--- src/rtl/tiger_icache_pkg.sv ---
// Shared types and defaults for the Tiger instruction-cache refill logic.
package tiger_icache_pkg;

  localparam int N_DEF = 32;
  localparam int M_DEF = 8;
  localparam int S_DEF = 3;

  // Word offset within a line sits just above the 2-bit byte offset.
  localparam int OFF_LSB = 2;

  function automatic int off_msb(input int s);
    return s + 1;
  endfunction

  typedef enum logic [1:0] {
    ICF_IDLE  = 2'd0,
    ICF_REQ   = 2'd1,
    ICF_FILL  = 2'd2,
    ICF_WRITE = 2'd3
  } icf_state_t;

endpackage

--- src/rtl/tiger_icache_line_buf.sv ---
// M x N register file that assembles refill beats into one flat cache line.
module tiger_icache_line_buf
  import tiger_icache_pkg::*;
#(
  parameter int N = N_DEF,
  parameter int M = M_DEF,
  parameter int S = S_DEF
) (
  input  logic           clk,
  input  logic           reset_n,
  input  logic           we,
  input  logic [S-1:0]   idx,
  input  logic [N-1:0]   wdata,
  output logic [M*N-1:0] line
);

  logic [N-1:0] mem [M];

  always_ff @(posedge clk or negedge reset_n) begin
    if (!reset_n) begin
      for (int unsigned i = 0; i < M; i++) mem[i] <= '0;
    end else if (we) begin
      mem[idx] <= wdata;
    end
  end

  for (genvar k = 0; k < M; k++) begin : g_flat
    assign line[N*k +: N] = mem[k];
  end

endmodule

--- src/rtl/tiger_icache_fill_ctrl.sv ---
// Icache line-refill sequencer: one Avalon burst per miss, early restart of
// the requested word, single-cycle write of the assembled line.
module tiger_icache_fill_ctrl
  import tiger_icache_pkg::*;
#(
  parameter int N      = N_DEF,
  parameter int M      = M_DEF,
  parameter int S      = S_DEF,
  parameter int ADDR_W = 32,
  parameter int W      = M * N
) (
  input  logic                  clk,
  input  logic                  reset_n,
  input  logic                  cpu_req,
  input  logic [ADDR_W-1:0]     cpu_addr,
  output logic                  fill_busy,
  output logic [N-1:0]          cpu_rdata,
  output logic                  cpu_rvalid,
  output logic [S-1:0]          word_sel,
  output logic                  mem_read,
  output logic [ADDR_W-1:0]     mem_address,
  output logic [S:0]            mem_burstcount,
  input  logic                  mem_waitrequest,
  input  logic [N-1:0]          mem_readdata,
  input  logic                  mem_readdatavalid,
  output logic                  line_we,
  output logic [ADDR_W-S-3:0]   line_addr,
  output logic [W-1:0]          line_wdata
);

  localparam logic [S:0] LAST_BEAT = (S+1)'(M - 1);

  icf_state_t state, state_nx;
  logic [S:0] beat_cnt;
  logic       accept;
  logic       beat_take;
  logic       unused_byte_off;

  assign unused_byte_off = ^cpu_addr[OFF_LSB-1:0];

  assign accept    = (state == ICF_IDLE) && cpu_req;
  assign beat_take = (state == ICF_FILL) && mem_readdatavalid;

  always_ff @(posedge clk or negedge reset_n) begin
    if (!reset_n) state <= ICF_IDLE;
    else          state <= state_nx;
  end

  always_comb begin
    state_nx = state;
    unique case (state)
      ICF_IDLE:  if (cpu_req) state_nx = ICF_REQ;
      ICF_REQ:   if (!mem_waitrequest) state_nx = ICF_FILL;
      ICF_FILL:  if (mem_readdatavalid && beat_cnt == LAST_BEAT) state_nx = ICF_WRITE;
      ICF_WRITE: state_nx = ICF_IDLE;
      default:   state_nx = ICF_IDLE;
    endcase
  end

  // Decodes of the state register only, so no input reaches an output combinationally.
  assign fill_busy      = (state != ICF_IDLE);
  assign mem_read       = (state == ICF_REQ);
  assign line_we        = (state == ICF_WRITE);
  assign mem_burstcount = (S+1)'(M);

  // The latched request address is kept only as the two fields actually used.
  always_ff @(posedge clk or negedge reset_n) begin
    if (!reset_n) begin
      word_sel    <= '0;
      mem_address <= '0;
      line_addr   <= '0;
      beat_cnt    <= '0;
      cpu_rdata   <= '0;
      cpu_rvalid  <= 1'b0;
    end else begin
      cpu_rvalid <= 1'b0;
      if (accept) begin
        word_sel    <= cpu_addr[OFF_LSB +: S];
        mem_address <= {cpu_addr[ADDR_W-1:S+2], {(S+2){1'b0}}};
        line_addr   <= cpu_addr[ADDR_W-1:S+2];
      end
      if (state == ICF_REQ && !mem_waitrequest) beat_cnt <= '0;
      if (beat_take) begin
        beat_cnt <= beat_cnt + 1'b1;
        if (beat_cnt == {1'b0, word_sel}) begin
          cpu_rdata  <= mem_readdata;
          cpu_rvalid <= 1'b1;
        end
      end
    end
  end

  tiger_icache_line_buf #(
    .N(N),
    .M(M),
    .S(S)
  ) u_line_buf (
    .clk    (clk),
    .reset_n(reset_n),
    .we     (beat_take),
    .idx    (beat_cnt[S-1:0]),
    .wdata  (mem_readdata),
    .line   (line_wdata)
  );

  a_no_beat_in_req: assert property (@(posedge clk) disable iff (!reset_n)
    !(state == ICF_REQ && mem_readdatavalid));

endmodule
--- config.mk ---
export PLATFORM = sky130hd
export DESIGN_NAME = tiger_icache_fill_ctrl
export DESIGN_NICKNAME = d
export VERILOG_FILES = /design/src/rtl/tiger_icache_pkg.sv /design/src/rtl/tiger_icache_line_buf.sv /design/src/rtl/tiger_icache_fill_ctrl.sv
export SDC_FILE = /design/constraint.sdc
export NUM_CORES = 1
export LEC_CHECK = 0
export CORE_MARGIN = 4
export CORE_UTILIZATION = 35
export DETAILED_ROUTE_END_ITERATION = 10
export GPL_ROUTABILITY_DRIVEN = 0
export HOLD_SLACK_MARGIN = 0.03
export PLACE_DENSITY = 0.77
export SYNTH_ARGS = -nofsm -noshare
export SYNTH_HDL_FRONTEND = slang
export SYNTH_SLANG_ARGS = --single-unit
export TNS_END_PERCENT = 50
--- constraint.sdc ---
create_clock -name clk -period 2 [get_ports clk]
set_input_delay 0.6 -clock clk [delete_from_list [all_inputs] [get_ports clk]]
set_output_delay 0.6 -clock clk [all_outputs]
set_load 0.02 [all_outputs]
# Word-level counts from Yosys, hierarchy flattened
# Cells that the tools add are included.
[op_classes] addsub=1 order_cmp=2 n_eq_ne=8 mux=11 n_bitwise=1 reduce_logical=11
[op_table] op="256-bit bitwise mux" count=1
[op_table] op="32-bit demux with 3-bit select" count=1
[op_table] op="32-bit 2-to-1 mux" count=1
[op_table] op="4-bit 2-to-1 mux" count=2
[op_table] op="2-bit case mux with 4 select lines" count=1
[op_table] op="2-bit 2-to-1 mux" count=3
[op_table] op="1-bit logical AND" count=5
[op_table] op="4-bit by 1-bit adder with 4-bit output (second input constant)" count=1
[op_table] op="2-bit equality test (second input constant)" count=2
[op_table] op="4-bit by 3-bit equality test with 1-bit output" count=1
[op_table] op="4-bit by 3-bit equality test with 1-bit output (second input constant)" count=1
[op_table] op="4-bit greater-or-equal comparator (second input constant)" count=1
[op_table] op="4-bit by 1-bit < comparator with 1-bit output (second input constant)" count=1
[op_table] op="2-bit inequality test (second input constant)" count=2
[op_table] op="3-bit NOT with 4-bit output" count=1
[op_table] op="2-bit nonzero test" count=2
[op_table] op="3-bit AND reduction" count=1
[op_table] op="2-bit by 1-bit equality test with 1-bit output (second input constant)" count=1
[op_table] op="2-bit logical NOT" count=1
[op_table] op="1-bit 2-to-1 mux" count=2
[op_table] op="2-bit by 1-bit inequality test with 1-bit output (second input constant)" count=1
[op_table] op="2-bit AND reduction" count=1
[op_table] op="1-bit logical NOT" count=1
[totals] regBits=325 in_bits=69 output_inout_bits=358 word_cells=48

# Longest topological paths before layout
[depth] word_depth=6 depth_mapped=7 mapped_depth_nobuf=5

# By module
# From an unflattened synthesis, not the netlist that was laid out.
[hier_totals] hier_cells=761 hier_area_um2=12628.4
[modules_own_cells] mod="tiger_icache_line_buf" n_inst=1 cells_per_inst=551 area_each_um2=9605.5 seq_area_each_um2=6406.1
[modules_own_cells] mod="tiger_icache_fill_ctrl" n_inst=1 cells_per_inst=210 area_each_um2=3022.9 seq_area_each_um2=1726.7

# Worst setup path after synthesis
# OpenSTA, ideal clock, no wires.
[synth_timing] path_type="flip-flop to flip-flop" startpoint="register state[0]" endpoint="register u_line_buf.mem (netlist bit u_line_buf.line[10])" setup_ns=0.125 arrival_time_ns=1.892 t_required_ns=1.875 slack_ns=-0.017 path_stages_with_launch=8 n_path_buf=2 period_less_slack_ns=2.017 cell_sequence="dfrtp_1 -> inv_1 -> ha_1 -> nand2_2 -> or4_1 -> buf_2 -> buf_6 -> mux2_4"
[synth_between] elab_chain_cells=2
[synth_lines] element="start, declared" line="tiger_icache_fill_ctrl.sv:33" text="icf_state_t state, state_nx;"
[synth_lines] element="start signal, assigned" line="tiger_icache_fill_ctrl.sv:46" text="else state <= state_nx;"
[synth_lines] element="2-bit equality test" line="tiger_icache_fill_ctrl.sv:42" text="assign beat_take = (state == ICF_FILL) && mem_readdatavalid;"
[synth_lines] element="1-bit logical AND" line="tiger_icache_fill_ctrl.sv:42"
[synth_lines] element="end signal, assigned by index" line="tiger_icache_line_buf.sv:23" text="mem[idx] <= wdata;"
[synth_lines] element="end, declared" line="tiger_icache_line_buf.sv:17" text="logic [N-1:0] mem [M];"
# No other way between the ends.
# A chain may end at the register's enable or synchronous reset.

# Worst setup path after layout
[layout_timing] startpoint="register state[0]" endpoint="output mem_read"
[layout_between] elab_chain_cells=1
[layout_lines] element="2-bit by 1-bit equality test with 1-bit output" line="tiger_icache_fill_ctrl.sv:62" text="assign mem_read = (state == ICF_REQ);"
[layout_lines] element="end, declared" line="tiger_icache_fill_ctrl.sv:20" text="output logic mem_read,"
# No other way between the ends.

==> summary.md <==
| Metric | Value |
|---|---|
| Post-detailed-route DRC marker count | `0` |
| Via count of the first global-routing pass | `approximately 9,000` |
| Worst-case clock buffer depth | `3` |
| Number of buffers created by CTS | `35` |
| Worst Path Arrival | `1.37 ns` |
| Final worst path period need | `between 1.5 and 2 ns` |
| Core Rows | `69` |
| Iter 0 DRT Violations | `about 200` |
| CTS tree | `yes` |
| Leakage Power | `9.734 nW` |
| Nets@finish | `around 1,300` |
| Layout overhead on the synthesized area | `46.71%` |
| Achievable clock frequency | `a little over 0.5 GHz` |
| Final Slew Violations | `0` |
| Largest vdd supply drop | `about 1.1 mV` |
| Cell with the most instances after synthesis | `sky130_fd_sc_hd__dfrtp_1` |
| Count of buffers from port buffering | `415` |
| Register Area | `a little over 8000 um2` |
| Number of antenna violations at the first check in global routing | `2` |
| Power per cell area | `1587 nW/um2` |
| TritonRoute pass-1 iters | `4` |
| Maximum level of the CTS H-tree | `2` |
| Startpoint kind of the worst setup timing path | `flip-flop` |
| Antenna-violating nets left | `0` |
| CP Data Required Time | `around 1.4 ns` |
| R2r setup slk | `0.04 ns` |
| CTS root buffer | `sky130_fd_sc_hd__clkbuf_16` |
| Final Hold Fails | `0` |
| Area of the mapped netlist | `between 10,000 and 15,000 um2` |
| Total I/O pin count | `~430` |
| Share of the synthesized area in the top cell type | `0.6419` |
| Share of the yosys chip area belonging to registers | `0.6419` |
| Area inside the core boundary | `around 36,000 um2` |
| Leading cell types by total area after synthesis | `sky130_fd_sc_hd__dfrtp_1 64%, sky130_fd_sc_hd__mux2_2 25%, sky130_fd_sc_hd__mux2_4 3.6%` |
| Final cell utilization of the core | `0.5213` |
| Crit Path Class | `reg2out` |
| Final WL | `36,950 um` |
| Clock Latency Late Sink | `about 0.50 ns` |
| Cell taking the most area after synthesis | `sky130_fd_sc_hd__dfrtp_1` |
| Synthesized instance count | `between 700 and 800` |
| Share of post-route cells with drive strength above 1 | `0.3594` |
| Status | `finished clean` |
| Die Footprint | `39,310 um2` |
| Maximum fanout along the worst path | `3` |
| Yosys warnings | `0` |
| Overall die height | `198.3 um` |
| Area taken by multi-input logic gates | `~4200 um2` |
| Syn_area_per_cell | `between 15 and 20 um2` |
| Number of maximum-capacitance constraint violations | `0` |
| Filler instances | `3,137` |
| Number of cells in the design after placement | `1,620` |
| Effective utilization at floorplan | `0.3553` |
| Final number of setup-violating endpoints | `0` |
| CTS Sinks | `roughly 330` |
| First-pass GRT wire length | `about 55,000 um` |
| Synth unique cells | `32` |
| Critical path endpoint category | `output port` |
| Worst hold path class | `reg2reg` |
| Most common library cells after synthesis | `325 x sky130_fd_sc_hd__dfrtp_1, 281 x sky130_fd_sc_hd__mux2_2, 39 x sky130_fd_sc_hd__buf_4` |
| Setup repair after global routing missed its margin | `yes` |
| Number of flops mapped to enable cells by yosys | `0` |
| Count of non-filler cells in the finished layout | `1,690` |
| Routed via count divided by cell count | `4.780` |
| Layout Skew | `0.01177 ns` |
| Detail Placement HPWL | `25,270 um` |
| Global routing usage summed across all routing layers | `0.1790` |
| Post-synth ARST share | `1.000` |
| Most instantiated flip-flop cell in the synthesis netlist | `sky130_fd_sc_hd__dfrtp_1` |
| Via total after detailed routing | `8,079` |
| Part of the cycle the worst path needs | `0.9866` |
| Leftover overflow at the end of global routing | `0` |
| Maximum number of pins on one net before global-route repair | `between 50 and 60` |
| Number of synthesized register bits | `~330` |
| Wire per inst | `~22 um` |
| Die span in x | `198.3 um` |
| Clock-pin slew of the registers on the worst-case setup and hold paths | `~0.060 ns` |
registers in the layout, indices dropped and copies added (netlist names):
| name | cells |
|---|---|
| beat_cnt | 4 |
| cpu_rdata | 32 |
| cpu_rvalid | 1 |
| line_addr | 27 |
| state | 2 |
| u_line_buf.line | 256 |
| word_sel | 3 |
routing by layer:
layer / global-route usage / up-vias / part of all wire
li1: - / 3535 / -
met1: 0.2175 / 4171 / 0.40
met2: 0.3050 / 298 / 0.49
met3: 0.05615 / 75 / 0.077
met4: 0.05738 / 0 / 0.031
met5: 0 / - / 0
per-stage QoR:
| stage | power [mW] | setup TNS [ns] | setup WS [ns] | hold WS, ns | area, um2 |
|---|---|---|---|---|---|
| after global placement | 24.85 | -135.10 | -0.6025 | 0.4712 | 17630 |
| after floorplan | 17.91 | 0 | 0.03906 | 0.3044 | 12700 |
| after global routing | 30.97 | -2.242 | -0.05642 | 0.4967 | 18580 |
| final | 29.50 | 0 | 0.02687 | 0.4844 | 18590 |
| after CTS | 29.61 | -0.5098 | -0.08595 | 0.4899 | 18350 |
| after detailed placement | 25.21 | -139.82 | -0.6169 | 0.4820 | 17630 |
power by group:
part | internal (mW) | switching [mW]
registers | 9.15 | 1.51
clock network | 3.80 | 2.49
logic | 5.76 | 6.79
logic make-up after synthesis:
family                   after synthesis  share of synthesized area
other                                  2                  0.0005928
multiplexers                         320                     0.2933
XOR/XNOR                               4                   0.002766
buffers and inverters                 75                    0.03792
adder cells (fa/ha/maj)                6                   0.005925
AND/OR/NAND/NOR                       19                    0.01294
flip-flops                           325                     0.6419
AO/OA/AOI/OAI                          8                   0.004642
worst max-delay path, stage by stage, from the launching register on:
cell                      delay, ns
sky130_fd_sc_hd__dfrtp_1       0.40
sky130_fd_sc_hd__buf_4         0.15
sky130_fd_sc_hd__ha_2          0.19
sky130_fd_sc_hd__buf_6         0.13
layout by cell type (no fill, tap or decap), drive strengths merged:
cell type	count
nor3b	2
inv	4
dlygate4sd2	347
nand2	3
or3	1
nor4b	2
o2bb2ai	1
clkdlybuf4s50	64
or4	1
conb	9
diode	2
clkbuf	57
clkinv	5
nor2	3
a21o	1
a2bb2oi	1
buf	57
nor3	1
nor4	1
ha	6
nand3b	1
nand4b	1
xnor2	1
nand3	1
bufinv	1
mux2	320
a21oi	3
nor2b	2
a32o	1
a221oi	1
xor2	3
dlygate4sd3	1
dfrtp	325
timing repair:
item	4_1_cts	5_1_grt
gates resized for setup	369	32
hold buffers	1	0
hold endpoints to repair	7	0
setup endpoints to repair	457	151
pin swaps	1	3
cloned	0	3
setup buffers	0	4
final timing paths:
check,from,endpoint,cells after the start
max reg2reg,state[0]$_DFFE_PN0P_,u_line_buf.line[71]$_DFFE_PN0P_,7
max,state[0]$_DFFE_PN0P_,mem_read,3
min,cpu_rdata[6]$_DFFE_PN0P_,cpu_rdata[6]$_DFFE_PN0P_,1
min reg2reg,cpu_rdata[6]$_DFFE_PN0P_,cpu_rdata[6]$_DFFE_PN0P_,1
min in group asynchronous,reset_n,cpu_rdata[25]$_DFFE_PN0P_,2
max in group asynchronous,reset_n,u_line_buf.line[2]$_DFFE_PN0P_,3
area by class of cell:
cell class / count / share of cell area
flip-flops and latches: 325 / 0.4376
repair buffers: 472 / 0.2419
multi-input cells: 366 / 0.2277
clock buffers: 54 / 0.05755
well taps: 461 / 0.03103
clock inverters: 6 / 0.002962
inverters: 4 / 0.0009424
diodes: 2 / 0.0002693
(Power assumes the default switching activity.)
